### config.mk
export PLATFORM = sky130hd
export DESIGN_NAME = instr_fetch_unit
export DESIGN_NICKNAME = d
export VERILOG_FILES = /design/src/rtl/ifu_pkg.sv /design/src/rtl/ifu_next_pc.sv /design/src/rtl/instr_fetch_unit.sv
export SDC_FILE = /design/constraint.sdc
export NUM_CORES = 1
export LEC_CHECK = 0
export CORE_MARGIN = 2
export CORE_UTILIZATION = 30
export CTS_BUF_LIST = sky130_fd_sc_hd__clkbuf_8 sky130_fd_sc_hd__clkbuf_16
export DETAILED_ROUTE_END_ITERATION = 6
export PLACE_DENSITY_LB_ADDON = 0.05
export RECOVER_POWER = 50
export SLEW_MARGIN = 20
export SYNTH_ARGS = -nofsm -noshare
export SYNTH_HDL_FRONTEND = slang
export SYNTH_HIERARCHICAL = 1
export SYNTH_SLANG_ARGS = --single-unit
### constraint.sdc
create_clock -name clk -period 1.6 [get_ports clk]
set_input_delay 0.32 -clock clk [delete_from_list [all_inputs] [get_ports clk]]
set_output_delay 0.32 -clock clk [all_outputs]
set_load 0.05 [all_outputs]
### src/rtl/ifu_pkg.sv
// Shared types and instruction field layout for the instruction fetch unit.
// The optional fetch timeout is enabled with IFU_TIMEOUT_EN.
package ifu_pkg;

  typedef enum logic [1:0] {
    S_FETCH = 2'd0,
    S_WAIT  = 2'd1,
    S_ISSUE = 2'd2,
    S_HALT  = 2'd3
  } ifu_state_e;

  localparam logic [1:0] TYPE_ALU  = 2'b00;
  localparam logic [1:0] TYPE_MEM  = 2'b01;
  localparam logic [1:0] TYPE_CTL  = 2'b10;
  localparam logic [1:0] TYPE_HALT = 2'b11;

  localparam logic [4:0] OP_JUMP   = 5'b10010;
  localparam logic [4:0] OP_BRANCH = 5'b10011;

  // Field positions assume a 16-bit instruction word.
  localparam int TYPE_HI = 15;
  localparam int TYPE_LO = 14;
  localparam int OP_HI   = 13;
  localparam int OP_LO   = 9;
  localparam int TGT_HI  = 8;
  localparam int TGT_LO  = 3;

endpackage

### src/rtl/ifu_next_pc.sv
// Combinational next-PC selector: sequential, jump, branch on alu_bool, or halt.
module ifu_next_pc
  import ifu_pkg::*;
#(
  parameter int ADDR_W  = 6,
  parameter int INSTR_W = 16
) (
  input  logic [INSTR_W-1:0] instr,
  input  logic [ADDR_W-1:0]  pc,
  input  logic               alu_bool,
  output logic [ADDR_W-1:0]  next_pc,
  output logic               is_halt
);

  logic [1:0]        typ;
  logic [4:0]        op;
  logic [ADDR_W-1:0] tgt;
  logic [ADDR_W-1:0] seq_pc;
  logic              unused_lo;

  assign typ       = instr[TYPE_HI:TYPE_LO];
  assign op        = instr[OP_HI:OP_LO];
  assign tgt       = ADDR_W'(instr[TGT_HI:TGT_LO]);
  assign seq_pc    = pc + ADDR_W'(1);
  assign unused_lo = ^instr[TGT_LO-1:0];

  always_comb begin
    next_pc = seq_pc;
    is_halt = 1'b0;
    case (typ)
      TYPE_CTL: begin
        if (op == OP_JUMP || (op == OP_BRANCH && alu_bool)) next_pc = tgt;
      end
      TYPE_HALT: begin
        next_pc = pc;
        is_halt = 1'b1;
      end
      default: ;
    endcase
  end

endmodule

### src/rtl/instr_fetch_unit.sv
// Instruction fetch sequencer: owns the PC, fetches over req/rvalid, issues one word at a time.
// Define IFU_TIMEOUT_EN to add a WAIT-state timeout that sets a sticky fetch_err and halts.
module instr_fetch_unit
  import ifu_pkg::*;
#(
  parameter int ADDR_W  = 6,
  parameter int INSTR_W = 16
`ifdef IFU_TIMEOUT_EN
  ,
  parameter int TIMEOUT_CYCLES = 15
`endif
) (
  input  logic               clk,
  input  logic               rst,
  output logic               imem_req,
  output logic [ADDR_W-1:0]  imem_addr,
  input  logic [INSTR_W-1:0] imem_rdata,
  input  logic               imem_rvalid,
  input  logic               alu_bool,
  input  logic               resume,
  output logic [INSTR_W-1:0] instr_out,
  output logic               instr_valid,
  output logic [ADDR_W-1:0]  pc,
  output logic               halted,
  output logic               fetch_err
);

  ifu_state_e         state, state_nxt;
  logic [ADDR_W-1:0]  pc_nxt;
  logic [ADDR_W-1:0]  issue_pc;
  logic [INSTR_W-1:0] instr_nxt;
  logic               issue_halt;
  logic               tmo_hit;

  ifu_next_pc #(.ADDR_W(ADDR_W), .INSTR_W(INSTR_W)) u_next_pc (
    .instr    (instr_out),
    .pc       (pc),
    .alu_bool (alu_bool),
    .next_pc  (issue_pc),
    .is_halt  (issue_halt)
  );

`ifdef IFU_TIMEOUT_EN
  localparam int TMO_W = $clog2(TIMEOUT_CYCLES + 1);
  logic [TMO_W-1:0] tmo_cnt;
  logic             err_q;

  // Fires on the last allowed WAIT cycle when the response still has not arrived.
  assign tmo_hit = (state == S_WAIT) && !imem_rvalid &&
                   (tmo_cnt == TMO_W'(TIMEOUT_CYCLES - 1));

  always_ff @(posedge clk) begin
    if (rst) begin
      tmo_cnt <= '0;
      err_q   <= 1'b0;
    end else begin
      tmo_cnt <= (state == S_WAIT && state_nxt == S_WAIT) ? tmo_cnt + 1'b1 : '0;
      if (tmo_hit) err_q <= 1'b1;
    end
  end

  assign fetch_err = err_q;
`else
  assign tmo_hit   = 1'b0;
  assign fetch_err = 1'b0;
`endif

  always_comb begin
    state_nxt = state;
    pc_nxt    = pc;
    instr_nxt = instr_out;
    case (state)
      S_FETCH: state_nxt = S_WAIT;
      S_WAIT: begin
        if (tmo_hit) begin
          state_nxt = S_HALT;
        end else if (imem_rvalid) begin
          instr_nxt = imem_rdata;
          state_nxt = S_ISSUE;
        end
      end
      S_ISSUE: begin
        pc_nxt    = issue_pc;
        state_nxt = issue_halt ? S_HALT : S_FETCH;
      end
      S_HALT: begin
        if (resume) begin
          pc_nxt    = pc + ADDR_W'(1);
          state_nxt = S_FETCH;
        end
      end
      default: state_nxt = S_FETCH;
    endcase
  end

  always_ff @(posedge clk) begin
    if (rst) begin
      state     <= S_FETCH;
      pc        <= '0;
      instr_out <= '0;
    end else begin
      state     <= state_nxt;
      pc        <= pc_nxt;
      instr_out <= instr_nxt;
    end
  end

  assign imem_req    = (state == S_FETCH);
  assign imem_addr   = pc;
  assign instr_valid = (state == S_ISSUE);
  assign halted      = (state == S_HALT);

endmodule

==> metrics.md <==
| Metric | Value |
|---|---|
| Syn Std Cell Area | 0.00151 mm² |
| Largest net degree at the start of global routing | 17 |
| Total GRT Usage | 0.159 |
| Vias in the first global route | 1469 |
| Via Count | 1499 |
| Clock Latency Late Sink | 0.28 ns |
| Layout cells sized above 1 | 0.409 |
| Routability cong. | 0.752 |
| Crit Path Category | reg -> out |
| Number of synthesized flops with an enable pin | 0 |
| Fin crit share | 0.993 |
| Avg WL per Cell | 13.6 µm |
| Final number of setup-violating endpoints | 0 |
| Max-cap check violation count | 0 |
| Status | finished clean |
| Core area | 0.00479 mm² |
| Ys flop type | dfxtp_1 |
| CTS Root Cell | clkbuf_8 |
| Critical Path Sink Type | output pin |
| Placed cell area | 0.00229 mm² |
| Clock sink total | 24 |
| Area Overhead vs Synth | 58.2% |
| Die area | 0.00560 mm² |
| H-tree Lvls | 1 |
| Hpwl dp | 3200 µm |
| Max Fclk | 0.629 GHz |
| DRC | 0 |
| Clock Skew | 0.0158 ns |
| TritonCTS clock tree | yes |
| Register area share after synthesis | 0.319 |
| Yosys reg bits | 24 |
| Yosys synthesis warning count | 6 |
| Nets | 261 |
| Final total power | 1.55 mW |
| Clock transition at path regs | 0.10 ns |
| Inserted Clock Buffers | 3 |
| Port Buf Inserts | 51 |
| Rel. slew slack | 0.597 |
| Crit path launch type | register |
| Cell count after synthesis | 183 |
| Final WL | 4130 µm |
| Peak supply drop | 0.000403 V |
| Width of the chip | 74.9 µm |
| Overflow left after global routing | 0 |
| RSZ-0062 raised after global routing | true |
| Worst-Margin Slew | 0.606 ns |
| Routed Antenna Nets | 0 |
| # diodes | 0 |
| Syn avg cell area | 8.23 µm² |
| Fin area | 0.00238 mm² |
| Ys async rst share | 0 |
| Required @ worst endpoint | 1.28 ns |
| Final hold violations | 0 |
| Arrival @ worst endpoint | 1.27 ns |
| Iteration-0 DRC Markers | 73 |
| Global-route wire length before repair | 6980 µm |
| Synth cell types | 52 |
| Power density over cell area | 652 mW/mm² |
| Leak pwr | 0.908 nW |
| DRT Pass-1 Iters | 4 |
| CTS Buffer Depth | 2 |
| Starting Density | 0.315 |
| Min Tclk post-route | 1.59 ns |
| Die Ht | 74.9 µm |
| Slew Limit Fails | 0 |
| Top Ports | 53 |
| Row count | 25 |
| Via density | 4.93 |
| Hold/Removal Path Class | reg -> reg |
| Post-Syn Nets | 206 |
| CP Max Fanout | 10 |
| Initial antenna violation count | 0 |
-- power by group --
part           switching, mW  internal [mW]  total (mW)
Clock                  0.217          0.172       0.389
Combinational          0.265          0.225       0.490
Sequential            0.0472          0.627       0.674
-- worst max-delay path, cell delays in order (launching register included) --
cell and delay (ns):
dfxtp_2 0.44, or2b_4 0.33, clkinv_2 0.08, buf_12 0.13
-- cell usage after synthesis, drive strengths merged, types with 3 or more instances --
cell type | number | area [µm²]
nor2 | 4 | 15.0
nand4 | 3 | 18.8
inv | 4 | 15.0
nand2b | 10 | 65.1
o211a | 3 | 30.0
buf | 15 | 126
nand2 | 38 | 168
dfxtp | 24 | 480
nand3 | 9 | 50.1
o31ai | 3 | 22.5
a21oi | 19 | 133
clkbuf | 3 | 12.5
o21ai | 10 | 50.0
-- final cells by class --
type	count	area, µm²
inverter	5	20.0
tap	67	83.8
sequential	24	504
fill	481	2400
clock buffer	3	41.3
multi-input combinational	136	916
clock inverter	1	3.75
timing repair buffer	68	815
-- flip-flops by register name, summed over array words and instances (netlist names) --
register / cells
instr_out: 16
imem_addr: 6
state: 2
-- layout by cell type (no fill, tap or decap), types with 4 or more instances in the layout --
cell type,n
nand2_1,27
buf_12,21
nand3_1,8
dfxtp_1,11
buf_4,22
dfxtp_2,10
a21oi_2,10
nand2b_1,8
inv_1,5
clkdlybuf4s50_1,19
nand2_2,11
o21ai_0,5
clkbuf_1,4
a21oi_1,9
-- final timing paths --
check | start | to | slack, ns | cells after the start
max | state[1] | instr_valid | 0.01 | 3
min | instr_out[0] | instr_out[0] | 0.46 | 2
max reg2reg | imem_addr[0] | imem_addr[1] | 0.11 | 5
min reg2reg | instr_out[0] | instr_out[0] | 0.46 | 2
-- cells by family (layout without fill, tap and decap cells) --
| group | Yosys count | count (layout) | synth area share |
|---|---|---|---|
| DFF | 24 | 24 | 0.319 |
| AOI/OAI and AO/OA | 51 | 51 | 0.250 |
| xor gates and xnor gates | 4 | 4 | 0.0233 |
| adders and majority gates | 2 | 2 | 0.0166 |
| other | 1 | 1 | 0.00249 |
| buffers and inverters | 23 | 77 | 0.105 |
| and+or+nand+nor | 78 | 78 | 0.283 |
-- through the flow --
stage          hold WS [ns]  utilization  setup TNS (ns)  cells  setup slack [ns]
6_report              0.462        0.498               0    304            0.0113
3_5_place_dp          0.451        0.478           -2.02    299            -0.364
5_1_grt               0.475        0.498          -0.129    304           -0.0838
3_3_place_gp          0.446        0.478           -1.72    299            -0.303
4_1_cts               0.465        0.494         -0.0434    303           -0.0337
2_1_floorplan         0.439            -               0    183            0.0220
-- metal layers --
layer | global-route usage | vias up | wire length (µm)
met2 | 0.273 | 40 | 2070
met5 | 0 | - | 0
met4 | 0.0417 | 0 | 43
li1 | - | 751 | -
met3 | 0.0228 | 4 | 145
met1 | 0.210 | 704 | 1870
-- what timing repair did --
action                                 CTS  global route
resized for setup                        9             7
setup buffers                            0             1
pin swaps                                6            11
endpoints found under the hold margin    0             0
setup endpoints to repair                8             7
hold buffers                             0             0
Power figures use the tool's default switching activity.
